### src/rtl/counting_bloom_ctrl.sv
// Operation sequencer for a counting Bloom filter: double-hashes each key into NUM_HASH cell
// indices, probes them, then increments/decrements them. Define BLOOM_STATS_EN to add stat_items.
module counting_bloom_ctrl #(
    parameter int KEY_W    = 16,
    parameter int IDX_W    = 6,
    parameter int NUM_HASH = 3
) (
    input  logic                  CLK,
    input  logic                  rstb,
    input  logic                  op_valid,
    output logic                  op_ready,
    input  logic [1:0]            op_code,
    input  logic [KEY_W-1:0]      op_key,
    output logic                  res_valid,
    input  logic                  res_ready,
    output logic                  res_member,
    output logic                  res_ovf,
    output logic                  res_err,
    output logic [IDX_W-1:0]      ctr_sel,
    output logic [2**IDX_W-1:0]   ctr_we,
    output logic                  ctr_inc,
    output logic                  ctr_clr,
    input  logic [2**IDX_W-1:0]   ctr_zero,
    input  logic [2**IDX_W-1:0]   ctr_of
`ifdef BLOOM_STATS_EN
    ,
    output logic [15:0]           stat_items
`endif
);
    localparam int         NUM_CTRS = 2**IDX_W;
    localparam int         NCHUNK   = (KEY_W + IDX_W - 1) / IDX_W;
    localparam logic [2:0] LAST_IDX = 3'(NUM_HASH - 1);

    typedef enum logic [2:0] {IDLE, PROBE, UPDATE, CLEAR, RESP} state_t;
    typedef enum logic [1:0] {OP_QUERY, OP_INSERT, OP_DELETE, OP_CLEAR} op_t;

    state_t           state, state_nx;
    op_t              op_q;
    logic [2:0]       cnt;
    logic             any_zero, any_of;
    logic [IDX_W-1:0] a_q, b_q, cur_h, key_a;
    logic             last, probe_zero, probe_of, zero_all, of_all, abort;

    // First hash: XOR-fold of the key in IDX_W-bit chunks, top chunk zero-padded.
    function automatic logic [IDX_W-1:0] hash_a(input logic [KEY_W-1:0] key);
        logic [NCHUNK*IDX_W-1:0] padded;
        logic [IDX_W-1:0]        acc;
        padded             = '0;
        padded[KEY_W-1:0]  = key;
        acc                = '0;
        for (int i = 0; i < NCHUNK; i++) begin
            acc = acc ^ padded[i*IDX_W +: IDX_W];
        end
        return acc;
    endfunction

    // Second hash is forced odd so the stride visits distinct cells before wrapping.
    function automatic logic [IDX_W-1:0] hash_b(input logic [IDX_W-1:0] a);
        return {a[IDX_W-2:0], a[IDX_W-1]} | IDX_W'(1);
    endfunction

    assign key_a      = hash_a(op_key);
    assign last       = (cnt == LAST_IDX);
    assign probe_zero = ctr_zero[cur_h];
    assign probe_of   = ctr_of[cur_h];
    assign zero_all   = any_zero | probe_zero;
    assign of_all     = any_of | probe_of;
    assign abort      = ((op_q == OP_INSERT) && of_all) || ((op_q == OP_DELETE) && zero_all);

    always_ff @(posedge CLK or negedge rstb) begin
        if (!rstb) begin
            state <= IDLE;
        end else begin
            state <= state_nx;
        end
    end

    always_comb begin
        state_nx  = state;
        op_ready  = 1'b0;
        res_valid = 1'b0;
        ctr_sel   = '0;
        ctr_we    = '0;
        ctr_inc   = 1'b0;
        ctr_clr   = 1'b0;
        case (state)
            IDLE: begin
                op_ready = 1'b1;
                if (op_valid) begin
                    state_nx = (op_t'(op_code) == OP_CLEAR) ? CLEAR : PROBE;
                end
            end
            PROBE: begin
                ctr_sel = cur_h;
                if (last) begin
                    state_nx = ((op_q == OP_QUERY) || abort) ? RESP : UPDATE;
                end
            end
            UPDATE: begin
                ctr_sel = cur_h;
                ctr_we  = {{(NUM_CTRS-1){1'b0}}, 1'b1} << cur_h;
                ctr_inc = (op_q == OP_INSERT);
                if (last) begin
                    state_nx = RESP;
                end
            end
            CLEAR: begin
                ctr_clr  = 1'b1;
                state_nx = RESP;
            end
            RESP: begin
                res_valid = 1'b1;
                if (res_ready) begin
                    state_nx = IDLE;
                end
            end
            default: state_nx = IDLE;
        endcase
    end

    // Probe bookkeeping; result bits are fixed at the end of the probe, before any write.
    always_ff @(posedge CLK or negedge rstb) begin
        if (!rstb) begin
            cnt        <= '0;
            any_zero   <= 1'b0;
            any_of     <= 1'b0;
            res_member <= 1'b0;
            res_ovf    <= 1'b0;
            res_err    <= 1'b0;
        end else begin
            case (state)
                IDLE: begin
                    if (op_valid) begin
                        cnt      <= '0;
                        any_zero <= 1'b0;
                        any_of   <= 1'b0;
                    end
                end
                PROBE: begin
                    any_zero <= zero_all;
                    any_of   <= of_all;
                    cnt      <= last ? 3'd0 : cnt + 3'd1;
                    if (last) begin
                        res_member <= !zero_all;
                        res_ovf    <= (op_q == OP_INSERT) && of_all;
                        res_err    <= (op_q == OP_DELETE) && zero_all;
                    end
                end
                UPDATE: cnt <= cnt + 3'd1;
                CLEAR: begin
                    res_member <= 1'b0;
                    res_ovf    <= 1'b0;
                    res_err    <= 1'b0;
                end
                default: ;
            endcase
        end
    end

    // Hash datapath: cur_h walks a, a+b, a+2b ... and is rewound to a for the update pass.
    always_ff @(posedge CLK) begin
        if ((state == IDLE) && op_valid) begin
            op_q  <= op_t'(op_code);
            a_q   <= key_a;
            b_q   <= hash_b(key_a);
            cur_h <= key_a;
        end else if (state == PROBE) begin
            cur_h <= last ? a_q : cur_h + b_q;
        end else if (state == UPDATE) begin
            cur_h <= cur_h + b_q;
        end
    end

`ifdef BLOOM_STATS_EN
    always_ff @(posedge CLK or negedge rstb) begin
        if (!rstb) begin
            stat_items <= '0;
        end else if (state == CLEAR) begin
            stat_items <= '0;
        end else if ((state == UPDATE) && last) begin
            if ((op_q == OP_INSERT) && (stat_items != 16'hFFFF)) begin
                stat_items <= stat_items + 16'd1;
            end else if ((op_q == OP_DELETE) && (stat_items != 16'h0000)) begin
                stat_items <= stat_items - 16'd1;
            end
        end
    end
`endif

endmodule

### config.mk
export PLATFORM = sky130hd
export DESIGN_NAME = counting_bloom_ctrl
export DESIGN_NICKNAME = d
export VERILOG_FILES = /design/src/rtl/counting_bloom_ctrl.sv
export SDC_FILE = /design/constraint.sdc
export NUM_CORES = 1
export LEC_CHECK = 0
export CORE_MARGIN = 2
export CORE_UTILIZATION = 35
export DETAILED_ROUTE_END_ITERATION = 7
export GPL_TIMING_DRIVEN = 0
export PLACE_DENSITY = 0.9
export SYNTH_ARGS = -nofsm -noshare
export SYNTH_HDL_FRONTEND = slang
export SYNTH_SLANG_ARGS = --single-unit
### constraint.sdc
create_clock -name CLK -period 2.8 [get_ports CLK]
set_clock_uncertainty 0.2 [all_clocks]
set_input_delay 0.28 -clock CLK [delete_from_list [all_inputs] [get_ports CLK]]
set_output_delay 0.28 -clock CLK [all_outputs]
set_load 0.005 [all_outputs]
==> report_table.html, run 1 <==
<table>
<tr><th>Metric</th><th>Value</th></tr>
<tr><th colspan="2">Pwr</th></tr>
<tr><td>Power, Total</td><td>4.17 mW</td></tr>
<tr><td>VDD IR max</td><td>0.483 mV</td></tr>
<tr><td>Leakage Power</td><td>2.24 nW</td></tr>
<tr><td>Power density over the cells</td><td>733 nW/um^2</td></tr>
<tr><th colspan="2">Clock network</th></tr>
<tr><td>Worst skew pair latency</td><td>0.28 ns</td></tr>
<tr><td>TritonCTS clock tree</td><td>yes</td></tr>
<tr><td>Quantity of hold-fixing buffers added after cts</td><td>0</td></tr>
<tr><td>Sinks on the clock net</td><td>25</td></tr>
<tr><td>CTS Buf Count</td><td>3</td></tr>
<tr><td>Clock tree root buffer cell</td><td>sky130_fd_sc_hd__clkbuf_8</td></tr>
<tr><td>H-tree depth</td><td>1</td></tr>
<tr><td>Longest Clk Path Bufs</td><td>2</td></tr>
<tr><td>CTS clock-pin slew for the worst setup and hold paths</td><td>0.10 ns</td></tr>
<tr><th colspan="2">Timing</th></tr>
<tr><td>Slew at the pin with the worst max-slew slack</td><td>0.697 ns</td></tr>
<tr><td>Remaining max-slew budget at the tightest pin</td><td>0.534</td></tr>
<tr><td>Final critical-path share of the clock period</td><td>0.982</td></tr>
<tr><td>TNS Setup</td><td>0 ns</td></tr>
<tr><td>Worst hold slack</td><td>0.138 ns</td></tr>
<tr><td>Clock period minus final worst setup slack</td><td>2.75 ns</td></tr>
<tr><td>Final worst setup slack</td><td>0.0517 ns</td></tr>
<tr><td>RSZ-0062 raised after global routing</td><td>yes</td></tr>
<tr><td>Hold Fails Final Rpt</td><td>0</td></tr>
<tr><td>Highest Clock Rate</td><td>364 MHz</td></tr>
<tr><td># setup viols final</td><td>0</td></tr>
<tr><td>Pins over their slew limit</td><td>0</td></tr>
<tr><th colspan="2">Route</th></tr>
<tr><td>Number of vias per cell after detailed routing</td><td>5.30</td></tr>
<tr><td>Number of design-rule violations left by the first detailed-router iteration</td><td>211</td></tr>
<tr><td>Post-detailed-route wirelength per cell</td><td>17.8 um</td></tr>
<tr><td>Total Routed Length</td><td>12.1 mm</td></tr>
<tr><td>Total number of vias</td><td>3587</td></tr>
<tr><td>Antenna viol nets, final</td><td>0</td></tr>
<tr><td>Number of DRC violations after detailed routing</td><td>0</td></tr>
<tr><td>Iteration count of the initial detailed-routing pass</td><td>5</td></tr>
<tr><th colspan="2">Flow run</th></tr>
<tr><td>Max-cap check violation count</td><td>0</td></tr>
<tr><th colspan="2">Finish</th></tr>
<tr><td>Most common cell after layout, fill and taps aside</td><td>sky130_fd_sc_hd__clkdlybuf4s50_1</td></tr>
<tr><td># nets final</td><td>727</td></tr>
<tr><td>ANT cells</td><td>0</td></tr>
<tr><td>Filler-free cell count of the finished design</td><td>677</td></tr>
<tr><td>Commonest non-fill, non-tap cells in the layout</td><td>217 x sky130_fd_sc_hd__clkdlybuf4s50_1, 81 x sky130_fd_sc_hd__nor2_1, 31 x sky130_fd_sc_hd__nand2_1</td></tr>
<tr><td>Area growth syn-to-layout</td><td>86.0%</td></tr>
<tr><td>Share of post-route cells with drive strength above 1</td><td>0.144</td></tr>
<tr><th colspan="2">Global routing</th></tr>
<tr><td>Number of antenna violations at the first check in global routing</td><td>0</td></tr>
<tr><td>Maximum number of pins on one net before global-route repair</td><td>20</td></tr>
<tr><td>Total congestion overflow after global routing</td><td>0</td></tr>
<tr><td>Tot GR Track Use</td><td>0.242</td></tr>
<tr><td>Wire length of the first global-routing pass</td><td>18.6 mm</td></tr>
<tr><td>Number of global-route vias before repair</td><td>3719</td></tr>
<tr><th colspan="2">Worst setup path</th></tr>
<tr><td>CP Class</td><td>flop to output port</td></tr>
<tr><td>Worst Path Max Fanout</td><td>10</td></tr>
<tr><td>Nature of the critical path endpoint</td><td>output port</td></tr>
<tr><td>Worst endpoint data arrival time</td><td>2.27 ns</td></tr>
<tr><td>Kind of launch point of the worst setup path</td><td>flop</td></tr>
<tr><td>Required time of the worst setup path</td><td>2.32 ns</td></tr>
<tr><th colspan="2">Floorplan</th></tr>
<tr><td>Die Span X</td><td>97.5 um</td></tr>
<tr><td>Number of placement rows</td><td>34</td></tr>
<tr><td>Top-level I/O count</td><td>227</td></tr>
<tr><td>Total core area</td><td>8590 um^2</td></tr>
<tr><td>Die Outline Area</td><td>9500 um^2</td></tr>
<tr><td>Die H</td><td>97.5 um</td></tr>
<tr><td>Initial standard-cell utilization of the core</td><td>0.356</td></tr>
<tr><th colspan="2">Synth</th></tr>
<tr><td>Compound-gate portion of the synthesized area</td><td>0.0794</td></tr>
<tr><td>Synthesized instance count</td><td>334</td></tr>
<tr><td>Top-area cell type share of the netlist area</td><td>0.169</td></tr>
<tr><td>Syn. warnings</td><td>0</td></tr>
<tr><td>Synthesis-stage register bit count</td><td>25</td></tr>
<tr><td>Post-synthesis share of cell area spent on xor and xnor gates</td><td>0.0430</td></tr>
<tr><td>Post-synthesis sequential area ratio</td><td>0.228</td></tr>
<tr><td>Count of different cell masters after synthesis</td><td>49</td></tr>
<tr><td>Cell accounting for the most synthesized area</td><td>sky130_fd_sc_hd__mux4_2</td></tr>
<tr><td>Synthesized Nets</td><td>491</td></tr>
<tr><td>Mean post-synth cell area</td><td>9.15 um^2</td></tr>
<tr><td>Simple-Gate Fraction of Synth Area</td><td>0.255</td></tr>
<tr><td>Netlist Area Pre-Place</td><td>3060 um^2</td></tr>
<tr><td>Adder-cell share of the synthesized area</td><td>0.0311</td></tr>
<tr><td>Dominant combinational cell family by area after synthesis</td><td>multiplexers</td></tr>
<tr><td>Fraction of synthesized area in multiplexers</td><td>0.304</td></tr>
<tr><td>Cell types occupying the most area after synthesis</td><td>sky130_fd_sc_hd__mux4_2 17%, sky130_fd_sc_hd__edfxtp_1 14%, sky130_fd_sc_hd__nor2_1 10%</td></tr>
<tr><th colspan="2">Run status</th></tr>
<tr><td>Status</td><td>finished, final reports clean</td></tr>
<tr><th colspan="2">Placement</th></tr>
<tr><td>Weighted congestion reported at the end of routability-driven placement</td><td>0.992</td></tr>
<tr><td>Port Buffer Count</td><td>226</td></tr>
<tr><td>HPWL after detailed placement</td><td>10.3 mm</td></tr>
<tr><td>Post-Place Setup Slack</td><td>-0.100 ns</td></tr>
<tr><td>Cell count after placement</td><td>669</td></tr>
<tr><th colspan="2">Hold path</th></tr>
<tr><td>Tightest Hold Check Type</td><td>primary input to async pin</td></tr>
</table>
==> per-layer routing <==
layer	GRT usage	share of wire	vias up
li1	-	-	1677
met2	0.477	0.54	194
met4	0.0534	0.021	0
met5	0	0	-
met1	0.271	0.39	1691
met3	0.0338	0.059	25
==> what timing repair did <==
| item | 4_1_cts | 5_1_grt |
|---|---|---|
| setup endpoints to repair | 65 | 61 |
| pin swaps | 1 | 4 |
| gates resized for setup | 26 | 34 |
| setup buffers | 2 | 6 |
==> critical path: stages (launching register included) <==
cell	delay, ns
sky130_fd_sc_hd__dfrtp_1	0.42
sky130_fd_sc_hd__or3b_4	0.42
sky130_fd_sc_hd__or3_4	0.39
sky130_fd_sc_hd__buf_8	0.16
sky130_fd_sc_hd__nor2_1	0.09
sky130_fd_sc_hd__clkdlybuf4s50_1	0.50
==> cells by family after synthesis <==
logic type               Yosys count
buffers and inverters             32
XOR/XNOR                          15
AND/OR/NAND/NOR                  171
AO/OA/AOI/OAI                     37
adder cells (fa/ha/maj)            7
flip-flops                        25
multiplexers                      47
==> stage by stage <==
step,utilization,instance area (um^2)
after floorplan,-,3060
after global placement,0.635,5450
after detailed placement,0.636,5460
after CTS,0.649,5580
after global routing,0.662,5690
final,0.662,5690
==> worst paths after layout <==
check                           slack (ns)  startpoint         end  cells after the start
min in group CLK                      0.32     res_ovf     res_ovf                      2
worst min register to register        0.32     res_ovf     res_ovf                      2
worst max-delay path                  0.05    state[0]  ctr_we[25]                      5
max in group asynchronous             1.90        rstb  res_member                      1
worst max register to register        0.19    cur_h[0]    cur_h[4]                     11
worst min-delay path                  0.14        rstb    state[0]                      1
==> cell usage after synthesis, drive strengths merged <==
library cell	number
nand2	36
a21oi	12
nand4	1
or3	1
nor3b	4
nand3	13
o22a	1
o211ai	1
nand2b	7
nor4b	1
and2	8
nor2	85
nor2b	5
a311oi	1
edfxtp	14
nand3b	3
dfrtp	11
buf	14
nand4b	2
clkbuf	10
a2111o	1
mux2i	8
o21bai	1
fa	1
ha	6
inv	7
mux4	33
a311o	1
o21ai	13
nor3	3
or3b	1
a21o	2
a221oi	1
o22ai	1
mux2	6
xnor2	11
clkinv	1
a32o	2
xor2	4
and4b	1
==> registers in the layout, indices dropped and copies added, names as in the netlist <==
name        count
a_q             6
any_of          1
any_zero        1
cnt             3
cur_h           6
op_q            2
res_err         1
res_member      1
res_ovf         1
state           3
==> power breakdown <==
group | internal, mW | switching (mW)
Sequential | 0.591 | 0.105
Clock | 0.101 | 0.119
Combinational | 1.64 | 1.61
Total | 2.33 | 1.84
==> cell type report <==
class / count / area, um^2
Buffer: 20 / 169
Clock buffer: 3 / 41.3
Clock inverter: 1 / 7.51
Fill cell: 657 / 2910
Inverter: 8 / 32.5
Multi-Input combinational cell: 277 / 2250
Sequential cell: 25 / 696
Tap cell: 108 / 135
Timing Repair Buffer: 235 / 2350
(Power assumes the default switching activity.)
==> run 2: changes to the inputs <==
==> constraint.sdc (replaced) <==
create_clock -name CLK -period 2.8 [get_ports CLK]
set_clock_uncertainty 0.2 [all_clocks]
set_input_delay 0.42 -clock CLK [delete_from_list [all_inputs] [get_ports CLK]]
set_output_delay 0.42 -clock CLK [all_outputs]
set_load 0.005 [all_outputs]
==> run 2 against run 1 <==
Sequential power grew 0.6%. Cell count up 1.2%. Final area rose by 4.1%. Largest power group unchanged. Largest cell class unchanged. Maximum frequency decreased by 1.6%.
==> report_table.html, run 2 (synthesis results as in run 1) <==
<table>
<tr><th>Metric</th><th>Value</th></tr>
<tr><th colspan="2">Run status</th></tr>
<tr><td>Status</td><td>finished, final reports clean</td></tr>
<tr><th colspan="2">Global routing</th></tr>
<tr><td>Total congestion overflow after global routing</td><td>0</td></tr>
<tr><td>Tot GR Track Use</td><td>0.247</td></tr>
<tr><td>Maximum number of pins on one net before global-route repair</td><td>29</td></tr>
<tr><td>Number of global-route vias before repair</td><td>3817</td></tr>
<tr><td>Wire length of the first global-routing pass</td><td>19.0 mm</td></tr>
<tr><td>Number of antenna violations at the first check in global routing</td><td>0</td></tr>
<tr><th colspan="2">Pwr</th></tr>
<tr><td>Leakage Power</td><td>2.73 nW</td></tr>
<tr><td>VDD IR max</td><td>0.444 mV</td></tr>
<tr><td>Power, Total</td><td>4.42 mW</td></tr>
<tr><td>Power density over the cells</td><td>746 nW/um^2</td></tr>
<tr><th colspan="2">Finish</th></tr>
<tr><td>Share of post-route cells with drive strength above 1</td><td>0.172</td></tr>
<tr><td>ANT cells</td><td>0</td></tr>
<tr><td># nets final</td><td>735</td></tr>
<tr><td>Most common cell after layout, fill and taps aside</td><td>sky130_fd_sc_hd__clkdlybuf4s50_1</td></tr>
<tr><td>Largest registers ranked by flip-flop count</td><td>a_q (6), cur_h (6)</td></tr>
<tr><td>Commonest non-fill, non-tap cells in the layout</td><td>183 x sky130_fd_sc_hd__clkdlybuf4s50_1, 78 x sky130_fd_sc_hd__nor2_1, 28 x sky130_fd_sc_hd__nand2_1</td></tr>
<tr><td>Filler-free cell count of the finished design</td><td>685</td></tr>
<tr><td>Area growth syn-to-layout</td><td>93.7%</td></tr>
<tr><th colspan="2">Route</th></tr>
<tr><td>Iteration count of the initial detailed-routing pass</td><td>5</td></tr>
<tr><td>Number of design-rule violations left by the first detailed-router iteration</td><td>285</td></tr>
<tr><td>Number of vias per cell after detailed routing</td><td>5.49</td></tr>
<tr><td>Total Routed Length</td><td>12.8 mm</td></tr>
<tr><td>Total number of vias</td><td>3758</td></tr>
<tr><td>Antenna viol nets, final</td><td>0</td></tr>
<tr><td>Post-detailed-route wirelength per cell</td><td>18.6 um</td></tr>
<tr><td>Number of DRC violations after detailed routing</td><td>0</td></tr>
<tr><th colspan="2">Worst setup path</th></tr>
<tr><td>Slowest cell on crit path</td><td>sky130_fd_sc_hd__dfrtp_1</td></tr>
<tr><td>Cell breakdown of the critical path</td><td>or3b_4 &gt; or3_4 &gt; buf_4 &gt; clkbuf_8 &gt; nor2_1 &gt; dlygate4sd2_1</td></tr>
<tr><td>Minimum setup slack among reg-to-reg paths</td><td>0.24 ns</td></tr>
<tr><td>Nature of the critical path endpoint</td><td>output port</td></tr>
<tr><td>RR Startpoint</td><td>cur_h[0]</td></tr>
<tr><td>Worst endpoint data arrival time</td><td>2.17 ns</td></tr>
<tr><td>Slowest stage delay, CP</td><td>0.43 ns</td></tr>
<tr><td>CP Class</td><td>flop to output port</td></tr>
<tr><td>Kind of launch point of the worst setup path</td><td>flop</td></tr>
<tr><td>Timing startpoint of the critical path</td><td>state[0]</td></tr>
<tr><td>Worst path top cell family by delay</td><td>simple AND/OR/NAND/NOR gates</td></tr>
<tr><td>CP Buf/Inv Count</td><td>3</td></tr>
<tr><td>Required time of the worst setup path</td><td>2.18 ns</td></tr>
<tr><td>Worst Path Max Fanout</td><td>5</td></tr>
<tr><th colspan="2">Timing</th></tr>
<tr><td># setup viols final</td><td>0</td></tr>
<tr><td>Remaining max-slew budget at the tightest pin</td><td>0.546</td></tr>
<tr><td>Worst hold slack</td><td>0.287 ns</td></tr>
<tr><td>RSZ-0062 raised after global routing</td><td>yes</td></tr>
<tr><td>Final critical-path share of the clock period</td><td>0.998</td></tr>
<tr><td>Clock period minus final worst setup slack</td><td>2.79 ns</td></tr>
<tr><td>Slew at the pin with the worst max-slew slack</td><td>0.680 ns</td></tr>
<tr><td>Pins over their slew limit</td><td>0</td></tr>
<tr><td>Hold Fails Final Rpt</td><td>0</td></tr>
<tr><td>Highest Clock Rate</td><td>358 MHz</td></tr>
<tr><th colspan="2">Placement</th></tr>
<tr><td>Cell count after placement</td><td>669</td></tr>
<tr><td>Port Buffer Count</td><td>226</td></tr>
<tr><td>HPWL after detailed placement</td><td>10.3 mm</td></tr>
<tr><td>Weighted congestion reported at the end of routability-driven placement</td><td>0.992</td></tr>
<tr><th colspan="2">Floorplan</th></tr>
<tr><td>Die Outline Area</td><td>9500 um^2</td></tr>
<tr><td>Initial standard-cell utilization of the core</td><td>0.356</td></tr>
<tr><td>Die Span X</td><td>97.5 um</td></tr>
<tr><td>Top-level I/O count</td><td>227</td></tr>
<tr><td>Die H</td><td>97.5 um</td></tr>
<tr><td>Number of placement rows</td><td>34</td></tr>
<tr><td>Total core area</td><td>8590 um^2</td></tr>
<tr><th colspan="2">Hold path</th></tr>
<tr><td>Tightest Hold Check Type</td><td>primary input to async pin</td></tr>
<tr><th colspan="2">Clock network</th></tr>
<tr><td>Longest Clk Path Bufs</td><td>2</td></tr>
<tr><td>H-tree depth</td><td>1</td></tr>
<tr><td>TritonCTS clock tree</td><td>yes</td></tr>
<tr><td>CTS Buf Count</td><td>3</td></tr>
<tr><td>Worst skew pair latency</td><td>0.27 ns</td></tr>
<tr><td>CTS clock-pin slew for the worst setup and hold paths</td><td>0.10 ns</td></tr>
<tr><td>Clock tree root buffer cell</td><td>sky130_fd_sc_hd__clkbuf_8</td></tr>
<tr><td>Sinks on the clock net</td><td>25</td></tr>
<tr><td>Quantity of hold-fixing buffers added after cts</td><td>0</td></tr>
<tr><th colspan="2">Flow run</th></tr>
<tr><td>Max-cap check violation count</td><td>0</td></tr>
</table>
==> run 2: cell count changes in the layout (fill, tap and decap cells not counted), moves of 3 or more <==
cell / delta
sky130_fd_sc_hd__clkbuf_8: +3
sky130_fd_sc_hd__buf_4: +4
sky130_fd_sc_hd__buf_6: +3
sky130_fd_sc_hd__dlymetal6s2s_1: +17
sky130_fd_sc_hd__clkdlybuf4s50_1: -34
sky130_fd_sc_hd__nand2_1: -3
sky130_fd_sc_hd__buf_2: -5
sky130_fd_sc_hd__nor2_1: -3
sky130_fd_sc_hd__dlygate4sd2_1: +12
sky130_fd_sc_hd__clkdlybuf4s15_1: +4
==> run 2: worst reg2reg max path, stage by stage (launching register included) <==
cell	delay [ns]
sky130_fd_sc_hd__edfxtp_1	0.37
sky130_fd_sc_hd__buf_6	0.18
sky130_fd_sc_hd__buf_16	0.17
sky130_fd_sc_hd__inv_1	0.12
sky130_fd_sc_hd__fa_1	0.45
sky130_fd_sc_hd__inv_1	0.08
sky130_fd_sc_hd__a21o_1	0.11
sky130_fd_sc_hd__a21oi_1	0.07
sky130_fd_sc_hd__xnor2_1	0.13
sky130_fd_sc_hd__nor2_1	0.09
sky130_fd_sc_hd__nor2_1	0.05
sky130_fd_sc_hd__mux2_2	0.26
==> run 2: per-layer routing <==
| layer | vias up | track usage | wire, um |
|---|---|---|---|
| met1 | 1794 | 0.282 | 4690 |
| met4 | 0 | 0.0609 | 336 |
| li1 | 1697 | - | - |
| met5 | - | 0 | 0 |
| met3 | 32 | 0.0338 | 873 |
| met2 | 235 | 0.482 | 6870 |
==> run 2: timing repair <==
item	in CTS	in global routing
endpoints found under the setup margin	66	59
resized for setup	65	61
cloned	1	2
pin swaps	3	3
setup buffers	9	5
==> run 2: cell type report <==
cell class,instances,area (um^2)
multi-input cells,277,2300
flip-flops and latches,25,696
inverters,8,35.0
clock inverters,1,7.51
clock buffers,3,41.3
repair buffers,244,2490
fillers,619,2670
plain buffers,19,216
well taps,108,135
==> run 2: worst paths after layout <==
check / end / cells past startpoint
worst max-delay path: ctr_we[17] / 6
worst min-delay path: state[0] / 1
worst max register to register: cur_h[4] / 11
worst min register to register: res_ovf / 2
max in group asynchronous: state[1] / 1
min in group CLK: res_ovf / 2
==> run 2: report_power, final <==
part / total, mW / switching [mW] / internal (mW)
combinational: 3.50 / 1.71 / 1.79
sequential: 0.700 / 0.109 / 0.591
clock: 0.218 / 0.117 / 0.101
total: 4.42 / 1.93 / 2.48
==> run 2: metrics by stage <==
| stage | util | area, um^2 | worst slack, ns | TNS (ns) |
|---|---|---|---|---|
| after CTS | 0.663 | 5700 | -0.0127 | -0.0157 |
| after detailed placement | 0.636 | 5460 | -0.240 | -7.50 |
| after global placement | 0.635 | 5450 | -0.393 | -10.30 |
| final | 0.689 | 5920 | 0.00652 | 0 |
| after global routing | 0.689 | 5920 | -0.0886 | -0.299 |
| after floorplan | - | 3060 | 0.200 | 0 |
==> run 3: changes to the inputs <==
--- a/config.mk
+++ b/config.mk
@@ -5,6 +5,7 @@
 export SDC_FILE = /design/constraint.sdc
 export NUM_CORES = 1
 export LEC_CHECK = 0
+export CORE_ASPECT_RATIO = 2
 export CORE_MARGIN = 2
 export CORE_UTILIZATION = 35
 export DETAILED_ROUTE_END_ITERATION = 7
==> run 3 against run 2 <==
Count of clock-buffer cells in the layout is 1 higher. Die area is 0.48% higher. Worst setup slack better by 0.060 ns. Sequential power hardly changed. Sequential share of layout area is 0.11 points higher. Cell count is 1.8% lower. Final area is 0.91% lower. Hold slack better by 0.018 ns. Maximum frequency is 2.2% higher. Clock power is 45% higher. Register-to-register slack worse by 0.04 ns. Largest cell class unchanged.
==> report_table.html, run 3 (synthesis results as in run 1) <==
<table>
<tr><th>Metric</th><th>Value</th></tr>
<tr><th colspan="2">Run status</th></tr>
<tr><td>Status</td><td>finished, final reports clean</td></tr>
<tr><th colspan="2">Hold path</th></tr>
<tr><td>Tightest Hold Check Type</td><td>primary input to async pin</td></tr>
<tr><th colspan="2">Global routing</th></tr>
<tr><td>Maximum number of pins on one net before global-route repair</td><td>29</td></tr>
<tr><td>Wire length of the first global-routing pass</td><td>19.2 mm</td></tr>
<tr><td>Number of antenna violations at the first check in global routing</td><td>0</td></tr>
<tr><td>Total congestion overflow after global routing</td><td>0</td></tr>
<tr><td>Number of global-route vias before repair</td><td>3874</td></tr>
<tr><td>Tot GR Track Use</td><td>0.254</td></tr>
<tr><th colspan="2">Timing</th></tr>
<tr><td>Pins over their slew limit</td><td>0</td></tr>
<tr><td>Slew at the pin with the worst max-slew slack</td><td>0.992 ns</td></tr>
<tr><td>TNS Setup</td><td>0 ns</td></tr>
<tr><td>Hold Fails Final Rpt</td><td>0</td></tr>
<tr><td>Remaining max-slew budget at the tightest pin</td><td>0.336</td></tr>
<tr><td>Final critical-path share of the clock period</td><td>0.976</td></tr>
<tr><td>Highest Clock Rate</td><td>366 MHz</td></tr>
<tr><td>Worst hold slack</td><td>0.306 ns</td></tr>
<tr><td>RSZ-0062 raised after global routing</td><td>yes</td></tr>
<tr><td>Clock period minus final worst setup slack</td><td>2.73 ns</td></tr>
<tr><td># setup viols final</td><td>0</td></tr>
<tr><th colspan="2">Floorplan</th></tr>
<tr><td>Initial standard-cell utilization of the core</td><td>0.356</td></tr>
<tr><td>Top-level I/O count</td><td>227</td></tr>
<tr><td>Number of placement rows</td><td>48</td></tr>
<tr><td>Die H</td><td>136 um</td></tr>
<tr><td>Total core area</td><td>8590 um^2</td></tr>
<tr><td>Die Outline Area</td><td>9540 um^2</td></tr>
<tr><td>Die Span X</td><td>70.1 um</td></tr>
<tr><th colspan="2">Worst setup path</th></tr>
<tr><td>CP Class</td><td>flop to output port</td></tr>
<tr><td>Most numerous cell on the critical path</td><td>sky130_fd_sc_hd__buf_4</td></tr>
<tr><td>CP Buf/Inv Count</td><td>4</td></tr>
<tr><td>Worst Path Max Fanout</td><td>10</td></tr>
<tr><td>Cell breakdown of the critical path</td><td>buf_4 &gt; buf_4 &gt; nor3b_4 &gt; nand3b_1 &gt; buf_4 &gt; nor2_1 &gt; clkdlybuf4s50_1</td></tr>
<tr><td>Kind of launch point of the worst setup path</td><td>flop</td></tr>
<tr><td>Depth of the most critical reg-to-reg path</td><td>10</td></tr>
<tr><td>Required time of the worst setup path</td><td>2.18 ns</td></tr>
<tr><td>Slowest cell on crit path</td><td>sky130_fd_sc_hd__clkdlybuf4s50_1</td></tr>
<tr><td>Minimum setup slack among reg-to-reg paths</td><td>0.20 ns</td></tr>
<tr><td>RR Startpoint</td><td>cur_h[1]</td></tr>
<tr><td>Nature of the critical path endpoint</td><td>output port</td></tr>
<tr><td>Worst endpoint data arrival time</td><td>2.11 ns</td></tr>
<tr><td>Worst path top cell family by delay</td><td>buffers and inverters</td></tr>
<tr><td>Reg-to-reg critical path endpoint</td><td>state[2]</td></tr>
<tr><td>Slowest stage delay, CP</td><td>0.51 ns</td></tr>
<tr><th colspan="2">Pwr</th></tr>
<tr><td>VDD IR max</td><td>0.537 mV</td></tr>
<tr><td>Relative contribution of the clock network to total power</td><td>0.070</td></tr>
<tr><td>Fraction of power spent switching nets</td><td>0.433</td></tr>
<tr><td>Power density over the cells</td><td>766 nW/um^2</td></tr>
<tr><td>Reg power frac</td><td>0.156</td></tr>
<tr><td>Proportion of power drawn by combinational gates</td><td>0.773</td></tr>
<tr><td>Net load switching power</td><td>1.94 mW</td></tr>
<tr><td>Cell-internal power</td><td>2.55 mW</td></tr>
<tr><td>Leakage Power</td><td>2.64 nW</td></tr>
<tr><th colspan="2">Route</th></tr>
<tr><td>Total Routed Length</td><td>12.6 mm</td></tr>
<tr><td>Number of DRC violations after detailed routing</td><td>0</td></tr>
<tr><td>Post-detailed-route wirelength per cell</td><td>18.7 um</td></tr>
<tr><td>Antenna viol nets, final</td><td>0</td></tr>
<tr><td>Number of design-rule violations left by the first detailed-router iteration</td><td>160</td></tr>
<tr><td>Number of vias per cell after detailed routing</td><td>5.56</td></tr>
<tr><td>Iteration count of the initial detailed-routing pass</td><td>4</td></tr>
<tr><td>Total number of vias</td><td>3739</td></tr>
<tr><th colspan="2">Clock network</th></tr>
<tr><td>Worst skew pair latency</td><td>0.26 ns</td></tr>
<tr><td>Longest Clk Path Bufs</td><td>2</td></tr>
<tr><td>CTS clock-pin slew for the worst setup and hold paths</td><td>0.06 ns</td></tr>
<tr><td>Quantity of hold-fixing buffers added after cts</td><td>0</td></tr>
<tr><td>TritonCTS clock tree</td><td>yes</td></tr>
<tr><td>H-tree depth</td><td>1</td></tr>
<tr><td>CTS Buf Count</td><td>3</td></tr>
<tr><td>Clock tree root buffer cell</td><td>sky130_fd_sc_hd__clkbuf_16</td></tr>
<tr><td>Sinks on the clock net</td><td>25</td></tr>
<tr><th colspan="2">Finish</th></tr>
<tr><td>Area growth syn-to-layout</td><td>91.9%</td></tr>
<tr><td># nets final</td><td>731</td></tr>
<tr><td>Most common cell after layout, fill and taps aside</td><td>sky130_fd_sc_hd__clkdlybuf4s50_1</td></tr>
<tr><td>Commonest non-fill, non-tap cells in the layout</td><td>188 x sky130_fd_sc_hd__clkdlybuf4s50_1, 73 x sky130_fd_sc_hd__nor2_1, 28 x sky130_fd_sc_hd__nand2_1</td></tr>
<tr><td>ANT cells</td><td>0</td></tr>
<tr><td>Filler-free cell count of the finished design</td><td>673</td></tr>
<tr><td>Largest registers ranked by flip-flop count</td><td>a_q (6), cur_h (6)</td></tr>
<tr><td>Fin util</td><td>0.683</td></tr>
<tr><td>Share of post-route cells with drive strength above 1</td><td>0.171</td></tr>
<tr><th colspan="2">Flow run</th></tr>
<tr><td>Max-cap check violation count</td><td>0</td></tr>
<tr><th colspan="2">Placement</th></tr>
<tr><td>Port Buffer Count</td><td>226</td></tr>
<tr><td>HPWL after detailed placement</td><td>10.3 mm</td></tr>
<tr><td>Cell count after placement</td><td>660</td></tr>
<tr><td>Weighted congestion reported at the end of routability-driven placement</td><td>0.940</td></tr>
</table>
[run 3: how the worst max path moves through the flow]
stage,start,endpoint,slack (ns),cells past startpoint
6_report,state[0],ctr_we[41],0.07,7
5_1_grt,state[0],ctr_we[33],-0.04,7
4_1_cts,state[0],ctr_we[43],-0.02,7
3_5_place_dp,cur_h[2],ctr_we[52],-0.40,7
3_3_place_gp,op_valid,cur_h[5],-0.51,4
2_1_floorplan,cur_h[0],cur_h[4],0.20,13
[run 3: final cells by class]
| cell class | instances | area [um^2] |
|---|---|---|
| Timing Repair Buffer | 239 | 2420 |
| Inverter | 8 | 35.0 |
| Clock buffer | 4 | 78.8 |
| Buffer | 20 | 210 |
| Fill cell | 650 | 2720 |
| Multi-Input combinational cell | 277 | 2310 |
| Sequential cell | 25 | 696 |
| Tap cell | 100 | 125 |
[run 3: metrics by stage]
step | power, mW | setup slack [ns] | instance area, um^2
final | 4.50 | 0.0661 | 5870
after global routing | 4.76 | -0.0449 | 5870
after CTS | 4.33 | -0.0200 | 5710
after detailed placement | 3.81 | -0.402 | 5450
after global placement | 3.70 | -0.506 | 5440
after floorplan | 2.80 | 0.200 | 3060
[run 3: routing by layer]
metal,vias to the layer above,part of all wire,track usage
met5,-,0,0
met4,0,0.040,0.107
met3,40,0.070,0.0341
met2,228,0.57,0.513
met1,1775,0.32,0.251
li1,1696,-,-
[run 3: power groups by stage]
stage / logic [mW] / clock network (mW) / registers [mW]
after floorplan: 2.13 / 0 / 0.674
after CTS: 3.31 / 0.319 / 0.702
final: 3.48 / 0.317 / 0.703
after detailed placement: 3.10 / 0 / 0.714
after global routing: 3.71 / 0.334 / 0.718
after global placement: 2.99 / 0 / 0.702
[run 3: repair_timing]
item                                    4_1_cts  5_1_grt
hold endpoints to repair                      0        0
pin swaps                                     4        4
endpoints found under the setup margin       66       51
setup buffers                                 9        3
resized for setup                            67       43
cloned                                        0        1
